==> src/rtl/lfsr_pkg.sv <==
// Shared types and constants for the LFSR key-search decryptor.
// Holds the FSM state encoding, candidate tap table, pad character
// and a reference LFSR step function for the 6-bit register.
package lfsr_pkg;

  typedef enum logic [2:0] {IDLE, LOAD, SEARCH, DECRYPT, FILL, DONE} state_t;

  localparam int TAP_W    = 6;
  localparam int NUM_TAPS = 6;

  localparam logic [TAP_W-1:0] TAP_TABLE [NUM_TAPS] =
    '{6'h21, 6'h2D, 6'h30, 6'h33, 6'h36, 6'h39};

  localparam logic [7:0] PAD_CHAR = 8'h7E;

  // Shift left, feedback bit is the parity of the tapped state bits.
  function automatic logic [TAP_W-1:0] lfsr_next(input logic [TAP_W-1:0] state,
                                                 input logic [TAP_W-1:0] taps);
    return {state[TAP_W-2:0], ^(state & taps)};
  endfunction

endpackage

==> src/rtl/lfsr_step.sv <==
// Purpose: combinational LFSR next-state generator.
// Latency: zero cycles (pure combinational).
// Backpressure: none; output follows inputs continuously.
module lfsr_step
  import lfsr_pkg::*;
#(
  parameter int LW = 6
) (
  input  logic [LW-1:0] state,
  input  logic [LW-1:0] taps,
  output logic [LW-1:0] nxt
);

  if (LW == TAP_W) begin : g_pkg
    assign nxt = lfsr_next(state, taps);
  end else begin : g_generic
    assign nxt = {state[LW-2:0], ^(state & taps)};
  end

endmodule

==> src/rtl/lfsr_keysearch_decrypt.sv <==
// Purpose: recover LFSR taps/seed from a pad preamble, decrypt, strip leading pads.
// Latency: PRE_MIN+1 load, <=NUM_PTRN search, MSG_LEN+1 decrypt, lead_cnt+1 fill cycles.
// Backpressure: none; memory is assumed to accept one read and one write per cycle.
module lfsr_keysearch_decrypt
  import lfsr_pkg::*;
#(
  parameter int             DW       = 8,
  parameter int             LW       = 6,
  parameter int             AW       = 8,
  parameter int             MSG_LEN  = 64,
  parameter int             CT_BASE  = 128,
  parameter int             PT_BASE  = 192,
  parameter int             PRE_MIN  = 7,
  parameter logic [DW-1:0]  PAD      = DW'(PAD_CHAR),
  parameter int             NUM_PTRN = 6
) (
  input  logic                        clk,
  input  logic                        init_n,
  input  logic                        start,
  output logic [AW-1:0]               rd_addr,
  input  logic [DW-1:0]               rd_data,
  output logic                        wr_en,
  output logic [AW-1:0]               wr_addr,
  output logic [DW-1:0]               wr_data,
  output logic                        busy,
  output logic                        done,
  output logic                        match,
  output logic [$clog2(NUM_PTRN)-1:0] ptrn_idx,
  output logic [LW-1:0]               key_init,
  output logic [AW-1:0]               lead_cnt
);

  localparam int IW = $clog2(NUM_PTRN);
  localparam int CW = $clog2(MSG_LEN + 1);

  // Parameter sanity: regions must not wrap and the table must cover the candidates.
  if (CT_BASE + MSG_LEN > (1 << AW)) begin : g_ct_wrap
    $error("ciphertext region wraps the address space");
  end
  if (PT_BASE + MSG_LEN > (1 << AW)) begin : g_pt_wrap
    $error("plaintext region wraps the address space");
  end
  if (NUM_PTRN > NUM_TAPS || LW > DW || PRE_MIN < LW + 1 || PRE_MIN > MSG_LEN) begin : g_cfg
    $error("inconsistent key-search parameters");
  end

  state_t          state;
  logic [LW-1:0]   key_buf [PRE_MIN];
  logic [LW-1:0]   key_nxt [PRE_MIN-1];
  logic [PRE_MIN-2:0] link_ok;
  logic            cand_hit;
  logic [IW-1:0]   cand;
  logic [LW-1:0]   cand_taps;
  logic [LW-1:0]   taps_q;
  logic [LW-1:0]   ks;
  logic [LW-1:0]   ks_nxt;
  logic [CW-1:0]   rd_cnt;
  logic [CW-1:0]   wr_off;
  logic            rd_on;
  logic            dat_vld;
  logic            dat_last;
  logic            strip;
  logic            pre_bad;
  logic [DW-1:0]   pt_byte;

  // Select the tap pattern for the candidate currently under test.
  always_comb begin
    cand_taps = '0;
    for (int p = 0; p < NUM_PTRN; p++) begin
      if (cand == IW'(p)) cand_taps = LW'(TAP_TABLE[p]);
    end
  end

  // Every consecutive key pair is checked against the candidate in parallel.
  for (genvar j = 0; j < PRE_MIN - 1; j++) begin : g_link
    lfsr_step #(.LW(LW)) u_step (
      .state (key_buf[j]),
      .taps  (cand_taps),
      .nxt   (key_nxt[j])
    );
    assign link_ok[j] = (key_nxt[j] == key_buf[j+1]);
  end
  assign cand_hit = &link_ok;

  lfsr_step #(.LW(LW)) u_ks (
    .state (ks),
    .taps  (taps_q),
    .nxt   (ks_nxt)
  );

  // Bits above the LFSR width carry no keystream, so they must equal the pad.
  assign pre_bad = (((rd_data ^ PAD) >> LW) != '0);
  assign pt_byte = rd_data ^ DW'(ks);

  // Control FSM with registered memory-port and status outputs.
  always_ff @(posedge clk or negedge init_n) begin
    if (!init_n) begin
      state    <= IDLE;
      rd_addr  <= '0;
      wr_en    <= 1'b0;
      wr_addr  <= '0;
      wr_data  <= '0;
      busy     <= 1'b0;
      done     <= 1'b0;
      match    <= 1'b0;
      ptrn_idx <= '0;
      key_init <= '0;
      lead_cnt <= '0;
      cand     <= '0;
      taps_q   <= '0;
      ks       <= '0;
      rd_cnt   <= '0;
      wr_off   <= '0;
      rd_on    <= 1'b0;
      dat_vld  <= 1'b0;
      dat_last <= 1'b0;
      strip    <= 1'b0;
      for (int j = 0; j < PRE_MIN; j++) key_buf[j] <= '0;
    end else begin
      wr_en <= 1'b0;
      case (state)
        IDLE, DONE: begin
          if (start) begin
            state    <= LOAD;
            busy     <= 1'b1;
            done     <= 1'b0;
            match    <= 1'b0;
            lead_cnt <= '0;
            rd_addr  <= AW'(CT_BASE);
            rd_cnt   <= '0;
          end
        end
        LOAD: begin
          rd_cnt <= rd_cnt + CW'(1);
          if (rd_cnt < CW'(PRE_MIN - 1)) rd_addr <= rd_addr + AW'(1);
          for (int j = 0; j < PRE_MIN; j++) begin
            if (rd_cnt == CW'(j + 1)) key_buf[j] <= rd_data[LW-1:0] ^ PAD[LW-1:0];
          end
          if (rd_cnt == CW'(PRE_MIN)) begin
            state <= SEARCH;
            cand  <= '0;
          end
          if (rd_cnt != '0 && pre_bad) begin
            state <= DONE;
            done  <= 1'b1;
            busy  <= 1'b0;
          end
        end
        SEARCH: begin
          if (cand_hit) begin
            state    <= DECRYPT;
            match    <= 1'b1;
            ptrn_idx <= cand;
            key_init <= key_buf[0];
            taps_q   <= cand_taps;
            ks       <= key_buf[0];
            rd_addr  <= AW'(CT_BASE);
            rd_cnt   <= '0;
            rd_on    <= 1'b1;
            dat_vld  <= 1'b0;
            dat_last <= 1'b0;
            strip    <= 1'b1;
            wr_off   <= '0;
          end else if (cand == IW'(NUM_PTRN - 1)) begin
            state <= DONE;
            done  <= 1'b1;
            busy  <= 1'b0;
          end else begin
            cand <= cand + IW'(1);
          end
        end
        DECRYPT: begin
          dat_vld  <= rd_on;
          dat_last <= rd_on && (rd_cnt == CW'(MSG_LEN - 1));
          if (rd_on) begin
            if (rd_cnt == CW'(MSG_LEN - 1)) begin
              rd_on <= 1'b0;
            end else begin
              rd_cnt  <= rd_cnt + CW'(1);
              rd_addr <= rd_addr + AW'(1);
            end
          end
          if (dat_vld) begin
            ks <= ks_nxt;
            if (strip && pt_byte == PAD) begin
              lead_cnt <= lead_cnt + AW'(1);
            end else begin
              strip   <= 1'b0;
              wr_en   <= 1'b1;
              wr_addr <= AW'(PT_BASE) + AW'(wr_off);
              wr_data <= pt_byte;
              wr_off  <= wr_off + CW'(1);
            end
            if (dat_last) state <= FILL;
          end
        end
        FILL: begin
          if (wr_off == CW'(MSG_LEN)) begin
            state <= DONE;
            done  <= 1'b1;
            busy  <= 1'b0;
          end else begin
            wr_en   <= 1'b1;
            wr_addr <= AW'(PT_BASE) + AW'(wr_off);
            wr_data <= PAD;
            wr_off  <= wr_off + CW'(1);
          end
        end
        default: state <= IDLE;
      endcase
    end
  end

endmodule

==> config.mk <==
export PLATFORM = sky130hd
export DESIGN_NAME = lfsr_keysearch_decrypt
export DESIGN_NICKNAME = d
export VERILOG_FILES = /design/src/rtl/lfsr_pkg.sv /design/src/rtl/lfsr_step.sv /design/src/rtl/lfsr_keysearch_decrypt.sv
export SDC_FILE = /design/constraint.sdc
export NUM_CORES = 1
export LEC_CHECK = 0
export CAP_MARGIN = 40
export CORE_ASPECT_RATIO = 0.5
export CORE_UTILIZATION = 40
export CTS_CLUSTER_DIAMETER = 30
export DETAILED_ROUTE_END_ITERATION = 10
export PLACE_DENSITY = 0.63
export SYNTH_ARGS = -nofsm -noshare
export SYNTH_HDL_FRONTEND = slang
export SYNTH_SLANG_ARGS = --single-unit
==> constraint.sdc <==
create_clock -name clk -period 3.05 [get_ports clk]
set_input_delay 0.7625 -clock clk [delete_from_list [all_inputs] [get_ports clk]]
set_output_delay 0.7625 -clock clk [all_outputs]
set_load 0.1 [all_outputs]
After elaboration in Yosys (flattened, before gate mapping)
Cells that the tools add are included.

Input bits: 11. Output and inout port bits: 45. Register bits after elaboration: 123.

Muxes and demuxes: 76. Eq/ne operators: 44. Magnitude comparators: 1. Bitwise gates (word level): 10. Add/sub/neg operators: 6. Reductions and logical operators: 44.

Operators by type and width (count): $mux W8 (14); $mux W7 (7); $mux W6 (8); $pmux W8 S2 (3); $and A6 B6 Y6 (7); $reduce_xor A6 Y1 (7); $eq A6 B6 Y1 (6); $mux W3 (11); $ne A2 B2 Y1 const B (16); $pmux W8 S4 (1); $eq A7 B3 Y1 const B (4); $pmux W7 S4 (1); $reduce_and A6 Y1 (4); $pmux W7 S3 (1); $mux W1 (19); $add A8 B1 Y8 const B (2); $reduce_and A2 Y1 (8); $reduce_and A4 Y1 (4); $pmux W3 S5 (1); $add A7 B1 Y7 const B (2); $eq A7 B2 Y1 const B (2); $eq A3 B2 Y1 const B (4); $eq A3 B3 Y1 const B (4); $pmux W1 S2 (6); 26 further kinds (39).

Depth between registers and ports, before layout
Depth in word-level cells: 13. Mapped depth: 16. Depth with buffers taken out: 10.

Modules after synthesis
Synthesis repeated with hierarchy kept, for this count alone.

Cells, all modules: 700. Area, all modules: 7041.8 sq um.

By module, submodules not included: lfsr_keysearch_decrypt (area each 6209.7 sq um, instances 1, cells each 595); lfsr_step (area each 118.9 sq um, instances 7, cells each 15).

Worst setup path before layout
OpenSTA, ideal clock, no wires.

Path type: register -> register. From: register cand[0]. To: register rd_addr[5]. Path slack: -0.145 ns. Path buffers: 3. Clock period less this slack: 3.195 ns. Cell stages (with the launch flop): 14. Arrival time: 3.029 ns. Setup time: 0.166 ns. Path through: dfrtp_1 -> ha_1 -> ha_1 -> buf_6 -> or3b_1 -> o311ai_0 -> xor2_1 -> xnor3_1 -> nand3_1 -> or4_1 -> buf_2 -> buf_6 -> a31oi_1 -> o41ai_1.

Cells in the longest elaborated chain, start to end: 13. Elaborated cells on any way between the ends: 33.

RTL lines: start, declared (RTL line lfsr_keysearch_decrypt.sv:52) `logic [IW-1:0] cand;`; start signal, assigned (RTL line lfsr_keysearch_decrypt.sv:169) `cand <= cand + IW'(1);`; $logic_not A3 Y1 (RTL line lfsr_keysearch_decrypt.sv:70) `if (cand == IW'(p)) cand_taps = LW'(TAP_TABLE[p]);`; $mux W6 (5 in a row) (RTL line lfsr_keysearch_decrypt.sv:70); $mux W6 * (RTL line lfsr_keysearch_decrypt.sv:70); $and A6 B6 Y6 (RTL line lfsr_pkg.sv:19) `return {state[TAP_W-2:0], ^(state & taps)};`; $reduce_xor A6 Y1 (RTL line lfsr_pkg.sv:19); $eq A6 B6 Y1 (RTL line lfsr_keysearch_decrypt.sv:81) `assign link_ok[j] = (key_nxt[j] == key_buf[j+1]);`; $reduce_and A6 Y1 * (RTL line lfsr_keysearch_decrypt.sv:83) `assign cand_hit = &link_ok;`; $ne A2 B2 Y1 (no source line) *; $reduce_and A6 Y1 (no source line) *; end signal, assigned (RTL line lfsr_keysearch_decrypt.sv:129) `rd_addr <= AW'(CT_BASE);`; end signal, assigned (RTL line lfsr_keysearch_decrypt.sv:135) `if (rd_cnt < CW'(PRE_MIN - 1)) rd_addr <= rd_addr + AW'(1);`; end signal, assigned (RTL line lfsr_keysearch_decrypt.sv:157) `rd_addr <= AW'(CT_BASE);`; end, declared (RTL line lfsr_keysearch_decrypt.sv:20) `output logic [AW-1:0] rd_addr,`.

Mark *: on every way between the ends. The rest lies on a longest branch, timed or not. A chain may end at the register's enable or synchronous reset.

Worst setup path in the final report
From: register cand[1]. To: register dat_vld.

Cells in the longest elaborated chain, start to end: 13. Elaborated cells on any way between the ends: 33.

RTL lines: $logic_not A3 Y1 (RTL line lfsr_keysearch_decrypt.sv:70); $mux W6 (5 in a row) (RTL line lfsr_keysearch_decrypt.sv:70); $mux W6 * (RTL line lfsr_keysearch_decrypt.sv:70); $and A6 B6 Y6 (RTL line lfsr_pkg.sv:19); $reduce_xor A6 Y1 (RTL line lfsr_pkg.sv:19); $eq A6 B6 Y1 (RTL line lfsr_keysearch_decrypt.sv:81); $reduce_and A6 Y1 * (RTL line lfsr_keysearch_decrypt.sv:83); $ne A2 B2 Y1 (no source line) *; $reduce_and A2 Y1 (no source line) *; end signal, assigned (RTL line lfsr_keysearch_decrypt.sv:173) `dat_vld <= rd_on;`; end, declared (RTL line lfsr_keysearch_decrypt.sv:60) `logic dat_vld;`.

Marked as above.

==> out/summary.txt <==
ratio of cells with drive above 1 in the final layout: 26.27%
failing checks: setup timing
Net Count, Synth: 721
Synth Instances: 697
max_cap viols: 0
1st-pass router iterations: 5
largest net degree at the start of global routing: 39
routed wire length per instance: 17.04 um
Chip Height: 91.82 um
hold bufs inserted after CTS: 0
Max VDD drop: 546.4 uV
final core utilization: 54.51%
worst skew pair latency: 0.41 ns
slew margin rel.: 54.75%
HPWL after DPL: 12740 um
CP Class: flop to flop
ys async rst share: 100.0%
TritonCTS buffer count: 17
share of the synthesized area in the top cell type: 47.31%
Leak: 3.880 nW
Post-DP Area: 7625 um2
CTS Root Cell: clkbuf_16
PortBufs: 55
Reg-to-Reg End: dat_vld
Post-synth top flop: dfrtp_1
average size of a mapped cell: 9.259 um2
Via Count: 5571
dominant cell by count in the synthesized netlist: nand2_1
Top Ports: 56
vias in the first global route: 5326
overall die width: 181.6 um
GRT overflow: 0
first-pass GRT wire length: 28150 um
top cell type by total area after synthesis: dfrtp_1
synth unique cells: 62
Setup violations, final: 33
min setup slack post-route: -0.1171 ns
Final Hold Fails: 0
FF-to-FF path depth: 11
H-tree levels: 4
RR Startpoint: cand[1]
Synth-to-Final Area Change: 31.56%
largest fanout on the critical path: 6
Synth area leaders: dfrtp_1 (47%), nand2_1 (8.0%), o21ai_0 (5.8%), xnor2_1 (4.3%), ha_1 (2.5%)
CP endpoint kind: flop
Sink Count: 122
power consumption: 9.614 mW
Antenna Cells: 0
Slew Limit Fails: 0
top post-synthesis cells by count: nand2_1 (137), dfrtp_1 (122), o21ai_0 (75)
flip-flop and latch count after synthesis: 122
setup_tns: -1.713 ns
Final ANT Viol Nets: 0
Hold Crit Class: input pin to async pin
DR iter-0 viols: 391
clock skew: 0.01177 ns
DRC Markers: 0
final net count: 841
Post-synth EDFFs: 0
status: complete, but fails checks
die area: 16680 um2
R2R setup slack: -0.12 ns
Total GRT Usage: 21.73%
Slew @ Worst Pin: 0.6726 ns
register area share after synthesis: 47.31%
Core Area: 15570 um2
Yosys warnings: 0
Worst Path Arrival: 3.46 ns
row cnt: 32
GPL Wtd Cong: 0.9513
Worst-path clk slew: 0.06 ns
DR vias/cell: 5.388
initial antenna violation count: 0
Hold WS: 0.2632 ns
FMAX: 315.7 MHz
CP startpoint kind: flop
Routed WL: 17620 um
pwr dens: 1132 nW/um2
clk buf depth: 2
Initial Util: 41.44%
post-route clock period utilization: 103.8%
final instance area: 8491 um2
Required @ worst endpoint: 3.35 ns
Syn Std Cell Area: 6454 um2
RSZ-0062 raised after global routing: yes
Tmin final: 3.167 ns
CTS tree: yes
-- worst max-delay path, stage by stage (launching register included) --
cell and delay, ns:
dfrtp_1 0.41, ha_2 0.22, ha_4 0.18, or3b_4 0.41
o311ai_2 0.10, xnor2_1 0.11, xnor3_1 0.40, nand3b_1 0.11
or4_4 0.59, buf_8 0.16, buf_4 0.14, a31o_4 0.21
-- sequential cells by signal (all words and copies together) (netlist names) --
signal	flops
taps_q	6
wr_off	7
done	1
wr_addr	7
ptrn_idx	3
key_buf	42
wr_en	1
busy	1
cand	3
state	3
wr_data	8
dat_last	1
strip	1
ks	6
dat_vld	1
rd_cnt	7
match	1
lead_cnt	8
rd_addr	8
key_init	6
rd_on	1
-- layout make-up --
class | count | area, um2
inverters | 20 | 75.07
clock inverters | 11 | 97.59
clock buffers | 21 | 460.4
repair buffers | 135 | 1120
multi-input cells | 521 | 3428
well taps | 204 | 255.2
flip-flops and latches | 122 | 3054
fillers | 1389 | 7084
-- timing repair --
action                                  4_1_cts  5_1_grt
gates resized for setup                      31       34
endpoints found under the setup margin       51       55
setup buffers                                 2        3
gates cloned                                  1        0
pin swaps                                     0        8
-- power by group --
group          total, mW  switching [mW]  internal (mW)  leakage [nW]
Combinational       5.13            2.85           2.28          2.12
Clock               1.90           0.745           1.16         0.265
Sequential          2.58           0.520           2.06          1.49
-- how the worst max path moves through the flow --
stage,start,to,slack (ns)
finish,cand[1],dat_vld,-0.12
global route,cand[1],rd_cnt[1],-0.21
CTS,cand[1],done,-0.08
detailed placement,cand[0],wr_off[1],-0.25
global placement,cand[0],wr_off[1],-0.22
floorplan,cand[0],rd_addr[5],-0.04
-- layer usage --
layer	routed length, um	track usage (%)	vias to the layer above
met1	8418	30.05	2745
met4	248	8.333	0
met3	731	3.892	24
li1	-	-	2679
met2	8217	34.01	123
met5	0	0	-
-- through the flow --
step / std cells / setup slack (ns)
after floorplan: 697 / -0.03922
after global placement: 997 / -0.2179
after detailed placement: 997 / -0.2540
after CTS: 1031 / -0.08344
after global routing: 1034 / -0.2086
final: 1034 / -0.1171
-- logic make-up (layout without fill, tap and decap cells) --
group	after synthesis	count (layout)	synth area share [%]
compound gates	172	172	16.67
xor+xnor	55	55	8.434
fa+ha+maj	13	13	2.520
buf+inv	54	187	3.839
flops	122	122	47.31
mux	13	13	2.171
simple gates	268	268	19.06
-- placed cells by master, fill, tap and decap left out, types with 7 or more instances in the layout --
cell type,count
a31oi_1,18
or3_1,11
a21oi_1,12
o21a_1,9
xor2_1,17
nand2_1,131
inv_1,19
buf_6,7
clkbuf_16,17
nor2_1,39
xnor2_1,30
mux2_2,8
o21ai_0,67
nand3_1,28
buf_4,114
clkdlybuf4s50_1,9
o21ai_2,7
dfrtp_1,121
o22a_1,10
ha_1,8
and3_1,12
Power figures use the tool's default switching activity.
